--- src/rtl/buffer_stream_reader.sv ---
// Read sequencer for the banked buffer's mode-0 port: walks a bank/address window,
// absorbs the 1-cycle read latency and presents the words as a valid/ready stream.
//
// state | meaning
// IDLE  | waiting for start
// RUN   | issuing reads, throttled by FIFO occupancy
// DRAIN | all reads issued, emptying the FIFO
// DONE  | one-cycle done pulse
module buffer_stream_reader #(
  parameter int N_BUF      = 8,
  parameter int LOG_N_BUF  = 3,
  parameter int ADDR_RAM   = 10,
  parameter int WID        = 16,
  parameter int FIFO_DEPTH = 2
) (
  input  logic                 clk,
  input  logic                 rst,
  input  logic                 start,
  input  logic                 abort,
  input  logic [LOG_N_BUF-1:0] cfg_bank_first,
  input  logic [LOG_N_BUF-1:0] cfg_bank_last,
  input  logic [ADDR_RAM-1:0]  cfg_addr_base,
  input  logic [ADDR_RAM:0]    cfg_len,
  output logic                 buf_mode,
  output logic                 buf_r_en,
  output logic [LOG_N_BUF-1:0] buf_r_sel,
  output logic [ADDR_RAM-1:0]  buf_r_addr,
  input  logic [WID-1:0]       buf_r_data,
  output logic [WID-1:0]       out_data,
  output logic [LOG_N_BUF-1:0] out_bank,
  output logic                 out_last,
  output logic                 out_valid,
  input  logic                 out_ready,
  output logic                 busy,
  output logic                 done,
  output logic                 err
);

  localparam int TAG_W = WID + LOG_N_BUF + 1;
  localparam logic [LOG_N_BUF-1:0] BANK_MAX = LOG_N_BUF'(N_BUF - 1);
  localparam logic [LOG_N_BUF-1:0] BANK_ONE = LOG_N_BUF'(1);
  localparam logic [ADDR_RAM-1:0]  ADDR_ONE = ADDR_RAM'(1);
  localparam logic [ADDR_RAM:0]    LEN_ONE  = (ADDR_RAM + 1)'(1);

  typedef enum logic [1:0] {S_IDLE, S_RUN, S_DRAIN, S_DONE} state_t;

  state_t state_q, state_d;

  logic [LOG_N_BUF-1:0] bank_last_q, ptr_bank_q, hold_sel_q, infl_bank_q;
  logic [ADDR_RAM-1:0]  addr_base_q, ptr_addr_q, hold_addr_q;
  logic [ADDR_RAM:0]    len_q, cnt_q;
  logic                 inflight_q, infl_last_q, err_q;

  logic [TAG_W-1:0] fifo_q [FIFO_DEPTH];
  logic             wr_ptr_q, rd_ptr_q;
  logic [1:0]       count_q;

  logic       pop, push, issue, start_ok, cfg_bad, rd_last, can_issue;
  logic [2:0] occ;

  assign cfg_bad  = cfg_bank_last < cfg_bank_first;
  assign start_ok = (state_q == S_IDLE) && start && !abort;
  assign pop      = (count_q != 2'd0) && out_ready;
  assign push     = inflight_q && !abort;
  assign rd_last  = (ptr_bank_q == bank_last_q) && (cnt_q == LEN_ONE);

  // Occupancy after this cycle's pop must leave room for the word this read returns.
  assign occ       = {1'b0, count_q} + {2'b00, inflight_q};
  assign can_issue = occ < (3'd2 + {2'b00, pop});
  assign issue     = (state_q == S_RUN) && !abort && can_issue;

  assign buf_mode   = 1'b0;
  assign buf_r_en   = issue;
  assign buf_r_sel  = issue ? ptr_bank_q : hold_sel_q;
  assign buf_r_addr = issue ? ptr_addr_q : hold_addr_q;

  assign {out_last, out_bank, out_data} = fifo_q[rd_ptr_q];
  assign out_valid = count_q != 2'd0;
  assign busy      = state_q != S_IDLE;
  assign done      = state_q == S_DONE;
  assign err       = err_q;

  always_comb begin
    state_d = state_q;
    case (state_q)
      S_IDLE:  if (start_ok && !cfg_bad) state_d = (cfg_len == '0) ? S_DONE : S_RUN;
      S_RUN:   if (issue && rd_last) state_d = S_DRAIN;
      S_DRAIN: if (pop && out_last) state_d = S_DONE;
      S_DONE:  state_d = S_IDLE;
      default: state_d = S_IDLE;
    endcase
    if (abort) state_d = S_IDLE;
  end

  always_ff @(posedge clk) begin
    if (rst) begin
      state_q     <= S_IDLE;
      bank_last_q <= '0;
      addr_base_q <= '0;
      len_q       <= '0;
      ptr_bank_q  <= '0;
      ptr_addr_q  <= '0;
      cnt_q       <= '0;
      hold_sel_q  <= '0;
      hold_addr_q <= '0;
      inflight_q  <= 1'b0;
      infl_bank_q <= '0;
      infl_last_q <= 1'b0;
      err_q       <= 1'b0;
    end else begin
      state_q <= state_d;
      err_q   <= start_ok && cfg_bad;
      if (start_ok) begin
        bank_last_q <= cfg_bank_last;
        addr_base_q <= cfg_addr_base;
        len_q       <= cfg_len;
        ptr_bank_q  <= cfg_bank_first;
        ptr_addr_q  <= cfg_addr_base;
        cnt_q       <= cfg_len;
      end else if (issue) begin
        hold_sel_q  <= ptr_bank_q;
        hold_addr_q <= ptr_addr_q;
        // Address wraps modulo 2^ADDR_RAM; only the per-bank count moves the bank.
        if (cnt_q == LEN_ONE) begin
          if (ptr_bank_q != BANK_MAX) ptr_bank_q <= ptr_bank_q + BANK_ONE;
          ptr_addr_q <= addr_base_q;
          cnt_q      <= len_q;
        end else begin
          ptr_addr_q <= ptr_addr_q + ADDR_ONE;
          cnt_q      <= cnt_q - LEN_ONE;
        end
      end
      inflight_q <= issue;
      if (issue) begin
        infl_bank_q <= ptr_bank_q;
        infl_last_q <= rd_last;
      end
    end
  end

  always_ff @(posedge clk) begin
    if (rst) begin
      for (int i = 0; i < FIFO_DEPTH; i++) fifo_q[i] <= '0;
      wr_ptr_q <= 1'b0;
      rd_ptr_q <= 1'b0;
      count_q  <= 2'd0;
    end else if (abort) begin
      wr_ptr_q <= 1'b0;
      rd_ptr_q <= 1'b0;
      count_q  <= 2'd0;
    end else begin
      if (push) begin
        fifo_q[wr_ptr_q] <= {infl_last_q, infl_bank_q, buf_r_data};
        wr_ptr_q         <= ~wr_ptr_q;
      end
      if (pop) rd_ptr_q <= ~rd_ptr_q;
      count_q <= count_q + {1'b0, push} - {1'b0, pop};
    end
  end

endmodule

--- config.mk ---
export PLATFORM = sky130hd
export DESIGN_NAME = buffer_stream_reader
export DESIGN_NICKNAME = d
export VERILOG_FILES = /design/src/rtl/buffer_stream_reader.sv
export SDC_FILE = /design/constraint.sdc
export NUM_CORES = 1
export LEC_CHECK = 0
export ABC_CLOCK_PERIOD_IN_PS = 3300
export BUFFER_PORTS_ARGS = -buffer_cell sky130_fd_sc_hd__buf_2
export CAP_MARGIN = 40
export CORE_UTILIZATION = 61
export DETAILED_ROUTE_END_ITERATION = 10
export PLACE_DENSITY = 0.85
export SLEW_MARGIN = 0
export SYNTH_ARGS = -nofsm -noshare
export SYNTH_HDL_FRONTEND = slang
export SYNTH_SLANG_ARGS = --single-unit
--- constraint.sdc ---
create_clock -name clk -period 3.3 [get_ports clk]
set_clock_uncertainty 0.2 [all_clocks]
set_input_delay 0.165 -clock clk [delete_from_list [all_inputs] [get_ports clk]]
set_output_delay 0.165 -clock clk [all_outputs]
set_load 0.05 [all_outputs]
Word-level counts from Yosys, hierarchy flattened
Memory sizes are Yosys's and may differ from the RTL's. A register that Yosys moved wholly into a read port is not among the register bits.
Cells that the tools add are included.
{"block": "word_totals", "ff_bits": 73, "ram_bits": 40, "input_bits": 48, "output_inout_bits": 39, "wordCells": 89, "n_memories": 1}
{"name": "fifo_q", "depth": 2, "width": 20, "read_ports": 1, "rd_ports_with_merged_regs": 1, "wr": 2, "line_no": "54", "text": "logic [TAG_W-1:0] fifo_q [FIFO_DEPTH];"}
{"block": "classes", "addsub": 7, "n_lt_le_gt_ge": 2, "n_eq_ne": 9, "n_mux": 28, "bitwise_logic": 2, "n_reduce_logical": 24}
{"op": "two-way mux 10 bit", "n": 4}
{"op": "two-way mux 11 bit", "n": 3}
{"op": "two-way mux 20 bit", "n": 1}
{"op": "OR reduction 20 bit", "n": 1}
{"op": "two-way mux 3 bit", "n": 5}
{"op": "equality test 11 x 1 -> 1 bit, second input constant", "n": 1}
{"op": "logical AND 1 bit", "n": 11}
{"op": "logical NOT 11 bit", "n": 1}
{"op": "subtractor 11 x 1 -> 11 bit, second input constant", "n": 1}
{"op": "adder 10 x 1 -> 10 bit, second input constant", "n": 1}
{"op": "two-way mux 1 bit", "n": 10}
{"op": "nonzero test 2 bit", "n": 5}
{"op": "two-way mux 2 bit", "n": 4}
{"op": "case mux 2 bit (4 select lines)", "n": 1}
{"op": "< comparator 3 bit", "n": 2}
{"op": "AND reduction 3 bit", "n": 2}
{"op": "equality test 2 bit, second input constant", "n": 2}
{"op": "!= test 2 x 1 -> 1 bit, second input constant", "n": 2}
{"op": "adder 2 x 1 -> 3 bit", "n": 1}
{"op": "adder 2 x 1 -> 3 bit, first input constant", "n": 1}
{"op": "adder 3 x 1 -> 3 bit, second input constant", "n": 1}
{"op": "equality test 3 bit", "n": 1}
{"op": "!= test 3 bit, second input constant", "n": 1}
{"op": "adder 2 x 1 -> 2 bit", "n": 1}
{"op": "7 further kinds", "n": 9}

Depth between registers and ports, before layout
Gate-level depths: netlist (run 1).
{"block": "depth", "ltp_word": 8, "ltp_mapped": 10, "ltp_nobuf": 9}

Least setup slack after synthesis (run 1)
Ideal clock, no wire load.
{"block": "synth_timing", "path_type": "flip-flop to output port", "from": "register inflight_q", "to": "output port buf_r_addr[0]", "arrival_ps": 2203, "required_ps": 2935, "setup_slack_ps": 732, "path_stages_with_launch": 10, "n_path_buf": 2, "path_cell_list": "dfxtp_1 ha_1 ha_1 nor3_1 nand2_1 inv_2 buf_2 buf_2 nand2_1 nand2_1"}
{"block": "synth_via", "elab_chain_cells": 4}
{"element": "from (decl)", "line_no": "52", "text": "logic inflight_q, infl_last_q, err_q;"}
{"element": "from (signal assigned)", "line_no": "133", "text": "inflight_q <= issue;"}
{"element": "adder 2 x 1 -> 3 bit", "line_no": "68", "text": "assign occ = {1'b0, count_q} + {2'b00, inflight_q};"}
{"element": "< comparator 3 bit", "line_no": "69", "text": "assign can_issue = occ < (3'd2 + {2'b00, pop});"}
{"element": "logical AND 1 bit", "line_no": "70", "text": "assign issue = (state_q == S_RUN) && !abort && can_issue;"}
{"element": "via buf_r_en", "line_no": "25", "text": "output logic buf_r_en,"}
{"element": "two-way mux 10 bit"}
{"element": "to (decl)", "line_no": "27", "text": "output logic [ADDR_RAM-1:0] buf_r_addr,"}
The timed path passes the listed nets, and every way through them passes these cells.

Worst setup path in the final report (run 1)
{"block": "layout_timing", "from": "register inflight_q", "to": "output port buf_r_addr[1]"}
{"block": "layout_via", "elab_chain_cells": 4}
{"element": "adder 2 x 1 -> 3 bit", "line_no": "68"}
{"element": "< comparator 3 bit", "line_no": "69"}
{"element": "logical AND 1 bit", "line_no": "70"}
{"element": "two-way mux 10 bit"}
No other way between the ends.

==> metrics, run 1 <==
core area roughly 0.0087 mm^2; area post-placement 0.00597 mm^2; Yosys cell types 55; Primary FF master, synth dfxtp_1; Top delay family on crit path simple AND/OR/NAND/NOR gates; vias per cell 5.72; number of post-CTS setup repair buffers 0; port buffer count 85; TritonRoute pass-1 iters 8; HPWL after detailed placement roughly 8.2 mm; Final Setup Violations 0; Async SR Flop Fraction 0%; final WL 13.8 mm; max incr delay on CP about 0.36 ns; TritonCTS clock tree done; Layout Cell Area excl Fill roughly 0.007 mm^2; Post-DRT Antenna Nets 0; Die Width 96.6 um; gpl congestion 0.890; nets around 800; Final Slew Violations 0; synth top area cells dfxtp_1, edfxtp_1, nand2_1; clock transition at the registers of the reported paths 0.05 ns; min cycle time layout 2.93 ns; Hold Startpoint start; failing checks DRC, hold timing; Arrival @ worst endpoint approximately 2.6 ns; GR Overflow Total 0; synthesized area about 0.0055 mm^2; Crit Path Max Fanout 25; WP data required between 2 and 3 ns; WP buf/inv 2; post-synth top area share roughly 27%; Antenna diodes 0; leading area contributor after synthesis dfxtp_1; most used cell, CP nand2_1; Final Core Density 81.1%; GRT Util Overall between 30% and 40%; reg2reg start cnt_q[0]; crit-path cells ha_1 > ha_1 > nor3_1 > nand2_1 > inv_2 > nand2_1 > nand2_1 > buf_2; area delta synth->final 29.1%; maximum resistive drop on vdd 0.461 mV; most instantiated library cell after synthesis nand2_1; Ports just under 90; Cell Pwr Density 543 mW/mm^2; vias in the first global route between 4,000 and 5,000; Worst Path Class, Setup reg -> out; initial antenna violation count 0; YS warnings 0; Initial Util a little over three fifths; Root Buffer clkbuf_8; post-cts sizing count 0; Slew headroom a little over two fifths; Max Cap Violations 0; Detailed Route Iter0 Violations approximately 280; H-tree levels 4; Clock Sinks around 110; slowest cell on the critical path inv_2; sequential area share after synthesis about half; Worst Setup End Kind output port; post-route setup TNS 0 ns; Final Cycle Share 88.7%; Worst-Margin Slew roughly 0.84 ns; vias post-DR 4,928; Synth Net Count 679; clk buf depth 2; Synth top cells by count nand2_1, dfxtp_1, a21oi_1; worst setup path startpoint inflight_q; Synth Register Bits between 100 and 150; CTS Buf Count 17; HP Class in -> reg; Post-synth EDFFs 40; Hold Slack -0.00412 ns; status complete, but fails checks; Startpoint Class flop; RSZ-0062 raised after global routing no; first-pass GRT wire length approximately 22 mm; synthesized area per cell just under 9 um^2; DRC 2; Clock Latency Late Sink between 0.5 and 0.6 ns; row count 34; Post-Syn Instances slightly above 600; highest clock rate ~0.34 GHz; die area between 0.009 and 0.01 mm^2; share of layout cells above drive strength 1 between 20% and 30%; largest net degree at the start of global routing between 70 and 80; leakage 2.96 nW; Die Ht 96.6 um; endpoints failing hold 1; Routed WL per cell 16.0 um
-- worst min-delay path, stage by stage --
cell and delay (ns):
buf_2 0.08, nand3b_1 0.11, nand2_1 0.13, a211o_1 0.11, a31oi_1 0.07
-- cell usage in the layout (no fill, tap or decap), types with 5 or more instances in the layout --
master and n:
a211oi_1 9, a21oi_1 64, a31oi_1 11, and2_1 41, buf_2 85, buf_4 12
clkbuf_16 16, dfxtp_1 74, dlygate4sd3_1 46, edfxtp_1 40, ha_1 16, inv_1 12
mux2_2 19, mux2i_1 6, nand2_1 138, nand3_1 10, nor2_1 40, nor3_1 11
o211ai_1 5, o21ai_0 9, o21ai_1 8, xnor2_1 7
-- cell families after synthesis --
group | after synthesis | synth area share, %
buffers and inverters | 51 | 3.74
adders and majority gates | 16 | 3.67
and+or+nand+nor | 270 | 22.7
xor gates and xnor gates | 10 | 1.61
other | 1 | 0.0688
AOI/OAI and AO/OA | 128 | 14.0
muxes | 25 | 5.02
DFF | 114 | 49.2
-- registers in the layout, indices dropped and copies added, names as in the netlist, 3 cells and up, named ones only --
register and cells:
bank_last_q 3, cnt_q 11, ptr_addr_q 10, fifo_q 40, ptr_bank_q 3, hold_sel_q 3
len_q 11, addr_base_q 10, infl_bank_q 3, hold_addr_q 10
-- layout make-up --
type | count | area [um^2]
clock buffer | 18 | 418
clock inverter | 14 | 188
fill | 502 | 1640
inverter | 13 | 48.8
multi-input combinational | 450 | 2580
sequential | 114 | 2680
tap | 108 | 135
timing repair buffer | 144 | 991
-- repair_timing --
item                                   4_1_cts  5_1_grt
endpoints found under the hold margin       88        0
hold buffers                                46        0
setup endpoints to repair                    0        0
-- final timing paths --
path,end,slack (ns),depth (start not counted)
max,buf_r_addr[1],0.37,8
min,cnt_q[5],-0.004,5
max reg2reg,state_q[0],0.75,7
min reg2reg,addr_base_q[6],0.26,2
-- per-stage QoR --
stage	total power, mW	cells	setup WS (ns)
2_1_floorplan	1.81	615	0.732
5_1_grt	3.94	861	0.253
3_5_place_dp	1.92	783	0.768
4_1_cts	3.81	861	0.392
6_report	3.82	861	0.373
3_3_place_gp	1.90	782	0.892
-- power breakdown --
group / internal, mW / switching (mW) / total (mW)
Sequential: 1.51 / 0.0482 / 1.56
Combinational: 0.155 / 0.233 / 0.387
Clock: 1.22 / 0.657 / 1.88
-- metal layers --
metal	wire length [um]	global-route usage (%)	vias up
met3	931	6.89	38
met4	308	13.2	0
li1	-	-	2376
met1	5550	36.8	2287
met2	6990	55.1	227
met5	0	0	-
No activity file was read; power rests on OpenSTA's default activity.
==> inputs of run 2 (changes only) <==
--- a/config.mk
+++ b/config.mk
@@ -10,6 +10,7 @@
 export CAP_MARGIN = 40
 export CORE_UTILIZATION = 61
 export DETAILED_ROUTE_END_ITERATION = 10
+export GPL_TIMING_DRIVEN = 0
 export PLACE_DENSITY = 0.85
 export SLEW_MARGIN = 0
 export SYNTH_ARGS = -nofsm -noshare
==> run 2 against run 1 <==
  * The run now ends clean
  * Sequential power about the same
  * Count of clock-buffer cells in the layout stayed put
  * Highest routed layer unchanged
  * Largest power group unchanged
  * Sequential share of layout area fell by 0.15 points
  * Flip-flop and latch count is the same
  * Register-to-register slack lost 0.29 ns
  * Setup slack got worse by 0.17 ns
  * Wire length increased by 13%
  * Via count up 6.1%
  * Critical path depth is 1 higher
  * Combinational power is 5.2% higher
  * Global-route usage rose by 3.9 points
  * Design area grew 0.39%
==> metrics, run 2 (same netlist as run 1, synthesis figures left out) <==
status finished, final reports clean; clk buf depth 2 (unchanged); Sw Share 26.1% (+1.6 points); Clock Sinks 114 (unchanged); Cell Pwr Density 540 mW/mm^2 (-0.42%); number of post-CTS setup repair buffers 0 (unchanged); core area 0.00868 mm^2 (unchanged); flop2flop setup slack 0.46 ns (-0.29 ns); Clock Latency Late Sink 0.53 ns (about the same); WP data required 2.93 ns (about the same); clock transition at the registers of the reported paths 0.06 ns (about the same); internal power 2.82 mW (-2.2%); Largest regs fifo_q (40), cnt_q (11), len_q (11); Startpoint Class flop; Worst-Margin Slew 0.698 ns (-0.141 ns); Reg power frac 40.7% (about the same); initial antenna violation count 0 (unchanged); GR Overflow Total 0 (unchanged); Detailed Route Iter0 Violations 400 (+44%); Routed WL per cell 17.7 um (+10%); fin cells 883 (+2.6%); commonest non-fill, non-tap cell in the layout nand2_1; RSZ-0062 raised after global routing no; Antenna diodes 0 (unchanged); Net Sw Power 0.998 mW (+6.5%); area delta synth->final 29.6%; row count 34 (unchanged); Post-DRT Antenna Nets 0 (unchanged); Initial Util 62.8% (unchanged); leakage 2.94 nW (-0.43%); maximum resistive drop on vdd 0.453 mV (-1.8%); vias per cell 5.92 (+3.4%); Worst Path Class, Setup reg -> out; endpoints failing hold 0 (-1); HP Class in -> reg; post-route setup TNS 0 ns (unchanged); highest clock rate 0.323 GHz (-5.6%); port buffer count 84 (-1.2%); first-pass GRT wire length 24.4 mm (+10%); gpl congestion 0.938 (+5.3%); largest net degree at the start of global routing 21 (-70%); TritonCTS clock tree done; Ports 87 (unchanged); clock power share 48.7% (-0.5 points); H-tree levels 4 (unchanged); Max Cap Violations 0 (unchanged); Final Cycle Share 93.9% (+5.2 points); final WL 15.6 mm (+13%); Root Buffer clkbuf_8; Final Slew Violations 0 (unchanged); Die Ht 96.6 um (unchanged); most frequent cells in the layout nand2_1, buf_2, dfxtp_1; largest reg by FF count fifo_q; Die Width 96.6 um (unchanged); vias post-DR 5,228 (+6.1%); Crit Path Max Fanout 16 (-36%); DRC 0 (-2); TritonRoute pass-1 iters 5 (-3); share of layout cells above drive strength 1 19.5% (-1.5 points); Worst Setup End Kind output port; GRT Util Overall 35.2% (+3.9 points); HPWL after detailed placement 9.97 mm (+21%); Final Setup Violations 0 (unchanged); nets 826 (+2.7%); die area 0.00932 mm^2 (unchanged); Slew headroom 53.5% (+9.8 points); CTS Buf Count 17 (unchanged); vias in the first global route 5,172 (+7.7%); min cycle time layout 3.10 ns (+0.172 ns); Inst Count DP 808 (+3.2%); max reg flops 40 (unchanged); Arrival @ worst endpoint 2.73 ns (+0.17 ns); total power 3.82 mW (about the same); Comb power frac 10.6% (+0.5 points)
-- run 2: final timing paths --
kind | start | cells after the start | end
worst min-delay path | rst | 4 | state_q[1]
worst min register to register | len_q[1] | 2 | len_q[1]
worst max-delay path | inflight_q | 9 | buf_r_addr[0]
worst max register to register | state_q[0] | 8 | cnt_q[0]
-- run 2: cell type report --
class / count / area [um^2]
clock inverter: 14 / 178
timing repair buffer: 130 / 886
sequential: 114 / 2680
buffer: 36 / 146
fill: 524 / 1610
clock buffer: 18 / 418
multi-input combinational: 450 / 2570
tap: 108 / 135
inverter: 13 / 50.0
-- run 2: worst max-delay path: stages (launching register included) --
cell and delay [ns]:
dfxtp_1 0.35, ha_1 0.21, ha_1 0.17, nor3_1 0.30, nand2_1 0.23, clkinv_2 0.27, buf_2 0.26, nand2_1 0.08
nand2_1 0.07, buf_2 0.25
-- run 2: routing by layer --
| layer | share of wire, % | global-route usage (%) | up-vias |
|---|---|---|---|
| li1 | - | - | 2430 |
| met1 | 40 | 40.5 | 2452 |
| met2 | 49 | 60.6 | 288 |
| met3 | 7.4 | 7.82 | 58 |
| met4 | 3.3 | 19.4 | 0 |
| met5 | 0 | 0 | - |
-- run 2: metrics by stage --
| step | area, um^2 | utilization [%] | setup slack, ns | hold slack (ns) |
|---|---|---|---|---|
| 4_1_cts | 7070 | 81.5 | 0.0327 | 0.0383 |
| 6_report | 7070 | 81.4 | 0.201 | 0.0652 |
| 2_1_floorplan | 5450 | - | 0.732 | 0.101 |
| 3_5_place_dp | 6030 | 69.5 | 0.550 | 0.231 |
| 3_3_place_gp | 6010 | 69.2 | 0.597 | 0.222 |
| 5_1_grt | 7070 | 81.4 | 0.0113 | 0.154 |
-- run 2: timing repair --
| action | CTS | global route |
|---|---|---|
| gates resized for setup | 0 | 1 |
| hold buffers | 45 | 0 |
| endpoints found under the hold margin | 88 | 0 |
| endpoints found under the setup margin | 0 | 10 |
-- run 2: power by group through the flow --
stage	Sequential [mW]	Clock, mW	Combinational (mW)
finish	1.55	1.86	0.407
global route	1.56	1.92	0.440
CTS	1.55	1.85	0.398
detailed placement	1.58	0	0.352
global placement	1.58	0	0.342
floorplan	1.57	0	0.241
